==> src/rtl/if_pkg.sv <==
`default_nettype none
// +----------------------------------------------------------------------------+
// | Package     : if_pkg                                                       |
// | Description : Shared constants for the instruction-fetch front end.        |
// | Revision    : 1.0 - initial release                                        |
// +----------------------------------------------------------------------------+
package if_pkg;
    localparam logic [31:0] NOP_INST         = 32'h0000_0000;
    localparam int          STALL_PC         = 0;
    localparam int          STALL_IFID       = 1;
    localparam logic [31:0] DEFAULT_RESET_PC = 32'h0000_0000;
endpackage : if_pkg
`default_nettype wire

==> src/rtl/if_pc_reg.sv <==
`default_nettype none
// +----------------------------------------------------------------------------+
// | Module      : if_pc_reg                                                    |
// | Description : PC and ROM chip-enable register with flush/stall/branch      |
// |               redirect priority. Optional IF_ALIGN_CHECK_EN adds           |
// |               misaligned-target detection.                                 |
// | Revision    : 1.0 - initial release                                        |
// +----------------------------------------------------------------------------+
module if_pc_reg
    import if_pkg::*;
#(
    parameter int                ADDR_W   = 32,
    parameter logic [ADDR_W-1:0] RESET_PC = ADDR_W'(DEFAULT_RESET_PC)
) (
    input  logic              clk,
    input  logic              rst,
    input  logic              hold_pc,
    input  logic              flush,
    input  logic [ADDR_W-1:0] flush_pc,
    input  logic              branch_flag,
    input  logic [ADDR_W-1:0] branch_target,
`ifdef IF_ALIGN_CHECK_EN
    output logic              addr_err,
    output logic [ADDR_W-1:0] bad_vaddr,
`endif
    output logic              rom_ce,
    output logic [ADDR_W-1:0] pc
);

    logic              rom_ce_q;
    logic              rom_ce_d;
    logic [ADDR_W-1:0] pc_q;
    logic [ADDR_W-1:0] pc_d;
    logic              redirect;
    logic [ADDR_W-1:0] redirect_pc;
`ifdef IF_ALIGN_CHECK_EN
    logic              addr_err_q;
    logic              addr_err_d;
    logic [ADDR_W-1:0] bad_vaddr_q;
    logic [ADDR_W-1:0] bad_vaddr_d;
`endif

    always_comb begin
        rom_ce_d    = 1'b1;
        pc_d        = pc_q;
        redirect    = 1'b0;
        redirect_pc = flush_pc;
        // Until the ROM is enabled the PC stays parked at RESET_PC.
        if (rom_ce_q) begin
            if (flush) begin
                redirect    = 1'b1;
                redirect_pc = flush_pc;
            end else if (!hold_pc) begin
                if (branch_flag) begin
                    redirect    = 1'b1;
                    redirect_pc = branch_target;
                end else begin
                    pc_d = pc_q + ADDR_W'(4);
                end
            end
        end
`ifdef IF_ALIGN_CHECK_EN
        addr_err_d  = redirect && (redirect_pc[1:0] != 2'b00);
        bad_vaddr_d = addr_err_d ? redirect_pc : bad_vaddr_q;
        if (redirect) pc_d = redirect_pc & ~ADDR_W'(3);
`else
        if (redirect) pc_d = redirect_pc;
`endif
    end

    always_ff @(posedge clk or negedge rst) begin
        if (!rst) begin
            rom_ce_q <= 1'b0;
            pc_q     <= RESET_PC;
        end else begin
            rom_ce_q <= rom_ce_d;
            pc_q     <= pc_d;
        end
    end

`ifdef IF_ALIGN_CHECK_EN
    always_ff @(posedge clk or negedge rst) begin
        if (!rst) begin
            addr_err_q  <= 1'b0;
            bad_vaddr_q <= '0;
        end else begin
            addr_err_q  <= addr_err_d;
            bad_vaddr_q <= bad_vaddr_d;
        end
    end

    assign addr_err  = addr_err_q;
    assign bad_vaddr = bad_vaddr_q;
`endif

    assign rom_ce = rom_ce_q;
    assign pc     = pc_q;

endmodule : if_pc_reg
`default_nettype wire

==> src/rtl/if_fetch_unit.sv <==
`default_nettype none
// +----------------------------------------------------------------------------+
// | Module      : if_fetch_unit                                                |
// | Description : Instruction-fetch front end: PC, ROM interface, IF/ID        |
// |               register and saturating fetch counter. Optional macro        |
// |               IF_ALIGN_CHECK_EN exposes addr_err / bad_vaddr.              |
// | Revision    : 1.0 - initial release                                        |
// +----------------------------------------------------------------------------+
module if_fetch_unit
    import if_pkg::*;
#(
    parameter int                ADDR_W   = 32,
    parameter logic [ADDR_W-1:0] RESET_PC = ADDR_W'(DEFAULT_RESET_PC),
    parameter int                CNT_W    = 32
) (
    input  logic              clk,
    input  logic              rst,
    input  logic [1:0]        stall,
    input  logic              flush,
    input  logic [ADDR_W-1:0] flush_pc,
    input  logic              branch_flag,
    input  logic [ADDR_W-1:0] branch_target,
    output logic              rom_ce,
    output logic [ADDR_W-1:0] rom_addr,
    input  logic [31:0]       rom_inst,
    output logic [ADDR_W-1:0] id_pc,
    output logic [31:0]       id_inst,
    output logic              id_valid,
`ifdef IF_ALIGN_CHECK_EN
    output logic              addr_err,
    output logic [ADDR_W-1:0] bad_vaddr,
`endif
    output logic [CNT_W-1:0]  fetch_cnt
);

    logic [ADDR_W-1:0] pc;
    logic [ADDR_W-1:0] id_pc_q;
    logic [ADDR_W-1:0] id_pc_d;
    logic [31:0]       id_inst_q;
    logic [31:0]       id_inst_d;
    logic              id_valid_q;
    logic              id_valid_d;
    logic [CNT_W-1:0]  fetch_cnt_q;
    logic [CNT_W-1:0]  fetch_cnt_d;

    if_pc_reg #(
        .ADDR_W   (ADDR_W),
        .RESET_PC (RESET_PC)
    ) u_pc_reg (
        .clk           (clk),
        .rst           (rst),
        .hold_pc       (stall[STALL_PC]),
        .flush         (flush),
        .flush_pc      (flush_pc),
        .branch_flag   (branch_flag),
        .branch_target (branch_target),
`ifdef IF_ALIGN_CHECK_EN
        .addr_err      (addr_err),
        .bad_vaddr     (bad_vaddr),
`endif
        .rom_ce        (rom_ce),
        .pc            (pc)
    );

    always_comb begin
        id_pc_d     = id_pc_q;
        id_inst_d   = id_inst_q;
        id_valid_d  = id_valid_q;
        fetch_cnt_d = fetch_cnt_q;
        // A PC-only stall must bubble IF/ID, or decode would see the held
        // instruction twice.
        if (flush || (!stall[STALL_IFID] && stall[STALL_PC])) begin
            id_pc_d    = '0;
            id_inst_d  = NOP_INST;
            id_valid_d = 1'b0;
        end else if (!stall[STALL_IFID]) begin
            id_pc_d    = pc;
            id_inst_d  = rom_inst;
            id_valid_d = rom_ce;
            if (rom_ce && !(&fetch_cnt_q)) fetch_cnt_d = fetch_cnt_q + CNT_W'(1);
        end
    end

    always_ff @(posedge clk or negedge rst) begin
        if (!rst) begin
            id_pc_q     <= '0;
            id_inst_q   <= NOP_INST;
            id_valid_q  <= 1'b0;
            fetch_cnt_q <= '0;
        end else begin
            id_pc_q     <= id_pc_d;
            id_inst_q   <= id_inst_d;
            id_valid_q  <= id_valid_d;
            fetch_cnt_q <= fetch_cnt_d;
        end
    end

    assign rom_addr  = pc;
    assign id_pc     = id_pc_q;
    assign id_inst   = id_inst_q;
    assign id_valid  = id_valid_q;
    assign fetch_cnt = fetch_cnt_q;

endmodule : if_fetch_unit
`default_nettype wire

==> config.mk <==
export PLATFORM = sky130hd
export DESIGN_NAME = if_fetch_unit
export DESIGN_NICKNAME = d
export VERILOG_FILES = /design/src/rtl/if_pkg.sv /design/src/rtl/if_pc_reg.sv /design/src/rtl/if_fetch_unit.sv
export SDC_FILE = /design/constraint.sdc
export NUM_CORES = 1
export LEC_CHECK = 0
export CAP_MARGIN = 20
export CORE_MARGIN = 8
export CORE_UTILIZATION = 45
export CTS_CLUSTER_DIAMETER = 200
export DETAILED_ROUTE_END_ITERATION = 10
export HOLD_SLACK_MARGIN = 0.1
export PLACE_DENSITY_LB_ADDON = 0.05
export SLEW_MARGIN = 30
export SYNTH_ARGS = -nofsm -noshare
export SYNTH_HDL_FRONTEND = slang
export SYNTH_SLANG_ARGS = --single-unit
==> constraint.sdc <==
create_clock -name clk -period 3.35 [get_ports clk]
set_clock_uncertainty 0.05 [all_clocks]
set_input_delay 0.67 -clock clk [delete_from_list [all_inputs] [get_ports clk]]
set_output_delay 0.67 -clock clk [all_outputs]
set_load 0.02 [all_outputs]
==> impl_results.md, run 1 <==
- Result of the run: finished clean
- Synth warn: 0
- Area growth, synth to finish: 51.7%
- Max Root-Sink Buffers: 2
- Layout cells sized above 1: 0.0802
- Max cap viols: 0
- Chip Height: 132 µm
- I/O pin count: 232
- Cells after synthesis: 575
- Syn_nets: 679
- Syn_area_per_cell: 10.6 µm²
- Post-route ant nets: 0
- DRC viols: 0
- Drt initial violations: 540
- Period minus WS final: 2.64 ns
- Vias: 5893
- Ant. Diodes: 0
- Period Utilization, post-route: 0.789
- CTS root buffer: clkbuf_16
- Die Area: 0.0175 mm²
- Nets: 914
- Reg-to-Reg Start: u_pc_reg.rom_ce$_DFF_PN0_
- Clk sinks: 130
- IO Port Bufs: 231
- DRT Pass-1 Iters: 7
- H-Tree Depth: 4
- CP startpoint: flush
- Reg2Reg Capture Point: fetch_cnt[31]$_DFFE_PN0P_
- Average wire per standard cell: 20.8 µm
- WS Path Type: input pin to flip-flop
- Worst path slowest cell: a2111oi_4
- Flops & latches, synth: 130
- Max incr delay on CP: 0.53 ns
- P_leak: 3.82 nW
- WL met1: 8.50 mm
- Final Hold Fails: 0
- Setup TNS: 0 ns
- Critical Path AT: 2.88 ns
- Gpl congestion: 0.899
- Grt ovf: 0
- Async S/R FF share, synth: 1.00
- Top sig layer: met4
- RSZ-0062 raised after global routing: no
- First-pass GRT wire length: 33.9 mm
- Worst vdd ir: 0.396 mV
- R2R setup slack: 0.82 ns
- Place WS: 0.297 ns
- Critical path fanouts, max: 20
- Synthesized area: 0.00610 mm²
- Final Util: 0.699
- Sequential-to-total area share from yosys stat: 0.533
- Worst-Skew Late Latency: 0.42 ns
- Max transition margin: 0.457
- DR WL met2: 10.3 mm
- Yosys cell types: 59
- FF-to-FF path depth: 5
- Synth Flop Type: dfrtp_1
- Inserted Clock Buffers: 17
- Initial core utilization: 0.461
- CP startpoint kind: input pin
- Number of enable flip-flop cells after synthesis: 0
- Final worst slack: 0.708 ns
- Detail Placement HPWL: 15.5 mm
- Slew @ Worst Pin: 0.808 ns
- Fillcell total: 1069
- Metal3 WL: 1.60 mm
- Setup crit end kind: flip-flop
- Initial antenna violation count: 0
- Hold-fix buffers, CTS: 0
- Routed vias/inst: 5.90
- Placement row count: 42
- Pwr per Cell Area: 495 mW/mm²
- Fmax: 379 MHz
- Final wirelength: 20.8 mm
- Final Max Slew Viols: 0
- Core area: 0.0132 mm²
- Die W: 132 µm
- Vias in the first global route: 6218
- Largest net degree at the start of global routing: 88
- Crit path required time: 3.59 ns
- CTS tree: done
- Final Setup Violations: 0
- Hold Path Class: input pin to async pin
- # resized after CTS: 0
- Clk slew on worst S/H paths: 0.06 ns
- Post-CTS Setup Inserts: 0
- Total GRT Usage: 0.239
- Cell chain of the critical path: clkdlybuf4s50_1, buf_4, nor4b_2, nand2_1, a2111oi_4, nand3_1, xnor2_1
==> metrics by stage <==
stage               cells  area (µm²)  total power, mW  hold slack [ns]
CTS                   999        9250             4.61            0.291
global route          999        9250             4.78            0.331
detailed placement    967        8670             2.81            0.413
finish                999        9250             4.58            0.255
global placement      967        8670             2.79            0.413
floorplan             575        6100             2.26            0.324
==> power by group <==
part	total (mW)	leakage [nW]	internal [mW]	switching, mW
Combinational	0.918	1.85	0.458	0.460
Clock	1.80	0.276	1.11	0.683
Sequential	1.86	1.70	1.69	0.170
==> flip-flops by register name, summed over array words and instances, names as in the netlist <==
signal,flops
fetch_cnt,32
id_inst,32
id_pc,32
u_pc_reg.pc,32
id_valid,1
u_pc_reg.rom_ce,1
==> worst max-delay path: cells and delay by family <==
kind	cells	cell delay, ns
AO/OA/AOI/OAI	1	0.53
XOR/XNOR	1	0.16
buffers and inverters	2	0.65
AND/OR/NAND/NOR	3	0.86
==> Yosys cell counts, types with 2 or more instances <==
library cell	number	area (µm²)
or4_1	2	15.0
dfrtp_1	130	3250
nor3_1	14	70.1
a22oi_1	6	45.0
xor2_1	2	17.5
nor2_1	31	116
nor4_1	4	25.0
nor2b_1	2	12.5
o21ai_0	16	80.1
a21oi_1	24	120
o22ai_1	14	87.6
o221ai_1	7	61.3
buf_1	3	11.3
a2bb2oi_1	2	17.5
o31ai_1	3	22.5
a31oi_1	4	25.0
a211oi_1	4	30.0
and2_1	5	31.3
a311o_1	2	20.0
o311ai_1	3	26.3
a22o_1	71	622
and3_1	14	87.6
a21o_1	2	15.0
xnor2_1	27	236
nand2b_1	2	12.5
and4_1	4	35.0
mux2i_1	5	50.1
clkbuf_1	32	120
inv_2	2	7.51
nand2_1	43	161
mux2_1	2	22.5
nand4_1	21	131
o21ai_1	5	25.0
o22a_1	2	17.5
ha_1	2	25.0
nand3_1	33	165
or3_1	3	18.8
o211ai_1	3	22.5
inv_1	4	15.0
==> how the worst max path moves through the flow <==
stage | slack [ns] | end
floorplan | 0.94 | fetch_cnt[17]$_DFFE_PN0P_
global placement | 0.33 | fetch_cnt[31]$_DFFE_PN0P_
detailed placement | 0.30 | fetch_cnt[26]$_DFFE_PN0P_
CTS | 0.71 | fetch_cnt[18]$_DFFE_PN0P_
global route | 0.48 | fetch_cnt[18]$_DFFE_PN0P_
finish | 0.71 | fetch_cnt[18]$_DFFE_PN0P_
==> cells by family (layout without fill, tap and decap cells) <==
| logic type | count (synthesis) | after routing | share of synthesized area |
|---|---|---|---|
| flops | 130 | 130 | 0.533 |
| compound gates | 178 | 178 | 0.223 |
| mux | 8 | 8 | 0.0137 |
| other cells | 1 | 1 | 0.000615 |
| buf+inv | 42 | 290 | 0.0261 |
| simple gates | 185 | 185 | 0.157 |
| xor+xnor | 29 | 29 | 0.0416 |
| fa+ha+maj | 2 | 2 | 0.00410 |
==> area by class of cell <==
class,count,area [µm²],area share
tap,176,220,0.0238
timing repair buffer,252,2470,0.267
multi-input combinational,403,2700,0.292
clock inverter,12,133,0.0143
clock buffer,20,447,0.0483
inverter,6,22.5,0.00243
sequential,130,3250,0.352
==> cells in the final DEF, fill, tap and decap left out, drive strengths merged, types with 20 or more instances in the layout <==
cell / instances
dfrtp: 130
buf: 22
nand2: 43
nor2: 32
clkdlybuf4s50: 230
clkbuf: 20
nand3: 33
xnor2: 27
a21oi: 24
nand4: 21
a22o: 71
o21ai: 21
==> layer usage <==
layer / vias up / global-route usage
met5: - / 0
met4: 0 / 0.0776
met3: 27 / 0.0787
met2: 282 / 0.391
met1: 2912 / 0.291
li1: 2672 / -
No activity file was read; power rests on OpenSTA's default activity.
==> run 2, diff against run 1 <==
--- a/config.mk
+++ b/config.mk
@@ -7,7 +7,7 @@
 export LEC_CHECK = 0
 export CAP_MARGIN = 20
 export CORE_MARGIN = 8
-export CORE_UTILIZATION = 45
+export CORE_UTILIZATION = 40
 export CTS_CLUSTER_DIAMETER = 200
 export DETAILED_ROUTE_END_ITERATION = 10
 export HOLD_SLACK_MARGIN = 0.1
==> constraint.sdc (replaced) <==
create_clock -name clk -period 2.4 [get_ports clk]
set_clock_uncertainty 0.05 [all_clocks]
set_input_delay 0.48 -clock clk [delete_from_list [all_inputs] [get_ports clk]]
set_output_delay 0.48 -clock clk [all_outputs]
set_load 0.02 [all_outputs]
==> run 2 against run 1 <==
  * Combinational power grew 54%
  * First-iteration DRC count shrank 36%
  * Final area grew 4.2%
  * Register-to-register slack lost 0.60 ns
  * Hold slack gained 0.17 ns
  * Sequential power grew 37%
  * Setup slack lost 0.63 ns
  * Non-clock buffer count grew 34
  * Critical path depth shrank 1
  * Flip-flop and latch count is the same
  * Critical endpoint is now fetch_cnt[31]$_DFFE_PN0P_
  * Via count is essentially flat
==> impl_results.md, run 2 (synthesis results as in run 1) <==
- Result of the run: finished clean
- Total GRT Usage: 0.222
- Vias in the first global route: 6219
- H-Tree Depth: 4
- CTS root buffer: clkbuf_16
- Initial core utilization: 0.406
- CP startpoint kind: input pin
- Final Hold Fails: 0
- Period Utilization, post-route: 0.969
- Routed vias/inst: 5.64
- Max incr delay on CP: 0.59 ns
- Critical Path AT: 2.62 ns
- Gpl congestion: 0.833
- Hold Path Class: flip-flop to flip-flop
- Fmax: 430 MHz
- RSZ-0062 raised after global routing: no
- Core area: 0.0150 mm²
- Grt ovf: 0
- Placement row count: 45
- Hold Slack: 0.429 ns
- Average wire per standard cell: 20.4 µm
- Top cell family by delay on the critical path: simple AND/OR/NAND/NOR gates
- Fillcell total: 1208
- Worst vdd ir: 0.489 mV
- Final Util: 0.641
- IO Port Bufs: 231
- P_leak: 4.03 nW
- Cell chain of the critical path: clkdlybuf4s50_1, or4b_4, or4_4, nor2_4, and3_1, mux2i_1
- Ant. Diodes: 0
- WS Path Type: input pin to flip-flop
- Inserted Clock Buffers: 17
- Die Area: 0.0195 mm²
- Final Max Slew Viols: 0
- Hold-fix buffers, CTS: 1
- Drt initial violations: 347
- First-pass GRT wire length: 34.4 mm
- Setup crit end kind: flip-flop
- Pwr per Cell Area: 692 mW/mm²
- Most frequent cells in the layout: 230 x clkdlybuf4s50_1, 130 x dfrtp_1, 71 x a22o_1, 49 x buf_4, 43 x nand2_1
- Initial antenna violation count: 0
- Worst path slowest cell: or4_4
- Nets: 948
- Layout cells sized above 1: 0.119
- # resized after CTS: 0
- Period minus WS final: 2.33 ns
- Post-route ant nets: 0
- Max Root-Sink Buffers: 2
- DRT Pass-1 Iters: 5
- Most common cell after layout, fill and taps aside: clkdlybuf4s50_1
- Slew @ Worst Pin: 0.659 ns
- DRC viols: 0
- Crit path required time: 2.69 ns
- CTS tree: done
- Final Setup Violations: 0
- R2R setup slack: 0.22 ns
- Die W: 139 µm
- Total Power: 6.67 mW
- I/O pin count: 232
- Setup TNS: 0 ns
- Worst-Skew Late Latency: 0.42 ns
- Chip Height: 139 µm
- Buf/Inv on CP: 1
- Critical path fanouts, max: 7
- Largest net degree at the start of global routing: 66
- Vias: 5897
- Clk sinks: 130
- Final wirelength: 21.3 mm
- Detail Placement HPWL: 15.7 mm
- Max transition margin: 0.559
- Area growth, synth to finish: 58.1%
- Max cap viols: 0
- Clk slew on worst S/H paths: 0.06 ns
- Post-CTS Setup Inserts: 0
run 2: cell type report:
type / instances / area, µm² / area share
sequential: 130 / 3250 / 0.337
timing repair buffer: 286 / 2790 / 0.290
multi-input combinational: 403 / 2710 / 0.281
clock buffer: 21 / 480 / 0.0498
tap: 188 / 235 / 0.0244
clock inverter: 11 / 151 / 0.0157
inverter: 6 / 22.5 / 0.00234
run 2: metal layers:
metal	GRT usage	share of wire	wire, µm	vias up
met4	0.0676	0.014	303	0
met3	0.0708	0.083	1770	28
li1	-	-	-	2735
met1	0.274	0.42	9010	2893
met5	0	0	0	-
met2	0.362	0.48	10200	241
run 2: where the power goes:
part | switching, mW | total, mW | internal (mW)
Clock | 0.963 | 2.71 | 1.75
Combinational | 0.704 | 1.41 | 0.707
Sequential | 0.190 | 2.55 | 2.36
Total | 1.86 | 6.67 | 4.82
run 2: worst register-to-register path: stages (launching register included):
cell and delay, ns:
dfrtp_1 0.43, ha_1 0.20, nand3_1 0.21, or2_2 0.38, a2111oi_4 0.31, buf_4 0.22, nand4_1 0.12, xnor2_1 0.16
run 2: through the flow:
step                cell area [µm²]  instances  setup slack [ns]
floorplan                      6100        575             0.182
detailed placement             9000       1012            -0.339
global route                   9640       1045          0.000699
finish                         9640       1045            0.0747
CTS                            9640       1045            0.0963
global placement               9000       1012            -0.310
run 2: final timing paths:
kind / start / endpoint / depth (start not counted)
worst min register to register: id_valid$_DFFE_PN0P_ / id_valid$_DFFE_PN0P_ / 2
worst min-delay path: id_valid$_DFFE_PN0P_ / id_valid$_DFFE_PN0P_ / 2
worst max register to register: fetch_cnt[0]$_DFFE_PN0P_ / fetch_cnt[26]$_DFFE_PN0P_ / 7
min in group asynchronous: rst / fetch_cnt[11]$_DFFE_PN0P_ / 2
max in group asynchronous: rst / fetch_cnt[23]$_DFFE_PN0P_ / 3
worst max-delay path: stall[0] / fetch_cnt[31]$_DFFE_PN0P_ / 6
==> run 3, diff against run 2 <==
--- a/config.mk
+++ b/config.mk
@@ -6,12 +6,14 @@
 export NUM_CORES = 1
 export LEC_CHECK = 0
 export CAP_MARGIN = 20
+export CORE_ASPECT_RATIO = 1.25
 export CORE_MARGIN = 8
 export CORE_UTILIZATION = 40
 export CTS_CLUSTER_DIAMETER = 200
 export DETAILED_ROUTE_END_ITERATION = 10
 export HOLD_SLACK_MARGIN = 0.1
 export PLACE_DENSITY_LB_ADDON = 0.05
+export SETUP_SLACK_MARGIN = 0.4
 export SLEW_MARGIN = 30
 export SYNTH_ARGS = -nofsm -noshare
 export SYNTH_HDL_FRONTEND = slang
==> run 3 against run 2 <==
  * Hold slack improved by 0.017 ns
  * Utilization increased by 0.40 points
  * Flip-flop and latch count unchanged
  * Die area increased by 0.13%
  * Sequential power about the same
  * Count of clock-buffer cells in the layout decreased by 1
  * Via count increased by 1.2%
  * Total power decreased by 3.9%
  * Non-clock buffer count increased by 2
  * Global-route usage about the same
  * Critical path type unchanged
  * Critical endpoint unchanged
==> impl_results.md, run 3 (synthesis results as in run 1) <==
- Result of the run: finished clean
- IO Port Bufs: 231
- Vias: 5965
- Grt ovf: 0
- Nets: 950
- CTS root buffer: clkbuf_16
- P_leak: 4.27 nW
- Pwr per Cell Area: 664 mW/mm²
- Final Hold Fails: 0
- Die Area: 0.0195 mm²
- CTS tree: done
- Largest net degree at the start of global routing: 65
- Routed vias/inst: 5.74
- RSZ-0062 raised after global routing: yes
- Initial core utilization: 0.408
- I/O pin count: 232
- Hold Path Class: flip-flop to flip-flop
- Final Max Slew Viols: 0
- Vias in the first global route: 6324
- Critical Path AT: 2.34 ns
- Most frequent cells in the layout: 165 x clkdlybuf4s50_1, 124 x dfrtp_1, 71 x a22o_1, 57 x dlygate4sd2_1, 49 x buf_4
- DRT Pass-1 Iters: 5
- DRC viols: 0
- Period Utilization, post-route: 0.849
- Layout cells sized above 1: 0.149
- Period minus WS final: 2.04 ns
- Global Route met2 Usage: 0.380
- Placement row count: 50
- Initial antenna violation count: 0
- Die W: 126 µm
- Fmax: 491 MHz
- Inserted Clock Buffers: 17
- Clk sinks: 130
- Ant. Diodes: 0
- Core area: 0.0150 mm²
- Total GRT Usage: 0.222
- Gpl congestion: 0.875
- CP startpoint kind: input pin
- Most common cell after layout, fill and taps aside: clkdlybuf4s50_1
- Worst-Skew Late Latency: 0.43 ns
- Met1 GRT Util: 0.252
- First-pass GRT wire length: 34.3 mm
- Final wirelength: 21.7 mm
- Setup crit end kind: flip-flop
- Chip Height: 154 µm
- Detail Placement HPWL: 15.9 mm
- Max Root-Sink Buffers: 2
- WS Path Type: input pin to flip-flop
- Busiest grt layer: met2
- Setup TNS: 0 ns
- Final Setup Violations: 0
- Max cap viols: 0
- Clk slew on worst S/H paths: 0.06 ns
- H-Tree Depth: 4
- Critical path fanouts, max: 7
- Average wire per standard cell: 20.8 µm
- Area growth, synth to finish: 58.2%
- Crit path required time: 2.70 ns
- Worst vdd ir: 0.428 mV
- Post-route ant nets: 0
- Met3 Usage GRT: 0.0619
- Total Power: 6.41 mW
- Drt initial violations: 401
-- run 3: cell count changes in the layout (fill, tap and decap cells not counted), moves of 4 or more --
cell | before | now
dfrtp_2 | 0 | 6
nand3_2 | 0 | 5
dlygate4sd2_1 | 0 | 57
nor3_1 | 13 | 9
dlymetal6s2s_1 | 0 | 7
dfrtp_1 | 130 | 124
nand3_1 | 33 | 27
clkdlybuf4s50_1 | 230 | 165
-- run 3: worst max-delay path, stage by stage --
cell	delay, ns
dlygate4sd2_1	0.26
or4b_4	0.52
or4_4	0.47
nor2_4	0.21
and3_4	0.22
mux2i_1	0.18
-- run 3: worst paths after layout --
check                                          startpoint                        end  slack, ns  depth (start not counted)
worst max register to register  u_pc_reg.rom_ce$_DFF_PN0_  fetch_cnt[31]$_DFFE_PN0P_       0.38                          5
worst max-delay path                                flush  fetch_cnt[31]$_DFFE_PN0P_       0.36                          6
min in group asynchronous                             rst   fetch_cnt[5]$_DFFE_PN0P_       0.50                          2
worst min-delay path                 id_valid$_DFFE_PN0P_       id_valid$_DFFE_PN0P_       0.45                          2
worst min register to register       id_valid$_DFFE_PN0P_       id_valid$_DFFE_PN0P_       0.45                          2
max in group asynchronous                             rst       id_pc[4]$_DFFE_PN0P_       1.05                          3
-- run 3: power breakdown --
group / leakage (nW) / internal (mW) / switching (mW)
logic: 2.31 / 0.650 / 0.706
registers: 1.69 / 2.37 / 0.207
clock network: 0.269 / 1.48 / 1.00
total: 4.27 / 4.50 / 1.91
-- run 3: repair_timing --
item                       4_1_cts  5_1_grt
setup buffers                    0        4
pin swaps                        9        7
hold buffers                     1        0
setup endpoints to repair       80       50
hold endpoints to repair        45        0
gates resized for setup         68       27
gates cloned                     0        1
-- run 3: area by class of cell --
cell class	instances	area [µm²]
Fill cell	1219	5300
Sequential cell	130	3260
Multi-Input combinational cell	403	2830
Timing Repair Buffer	288	2750
Clock buffer	20	457
Tap cell	182	228
Clock inverter	11	106
Inverter	6	22.5
-- run 3: metrics by stage --
step           cells  hold slack (ns)   util  worst slack, ns  cell area, µm²
2_1_floorplan    575            0.134      -            0.301            6130
3_3_place_gp    1003            0.394  0.600           -0.192            8980
3_5_place_dp    1003            0.403  0.600           -0.223            8980
4_1_cts         1035            0.445  0.636            0.269            9510
5_1_grt         1040            0.466  0.645            0.329            9650
6_report        1040            0.446  0.645            0.363            9650
-- run 3: metal layers --
| layer | routed length, µm | vias to the layer above |
|---|---|---|
| li1 | - | 2724 |
| met1 | 8490 | 2919 |
| met2 | 11000 | 267 |
| met3 | 1580 | 55 |
| met4 | 601 | 0 |
| met5 | 0 | - |
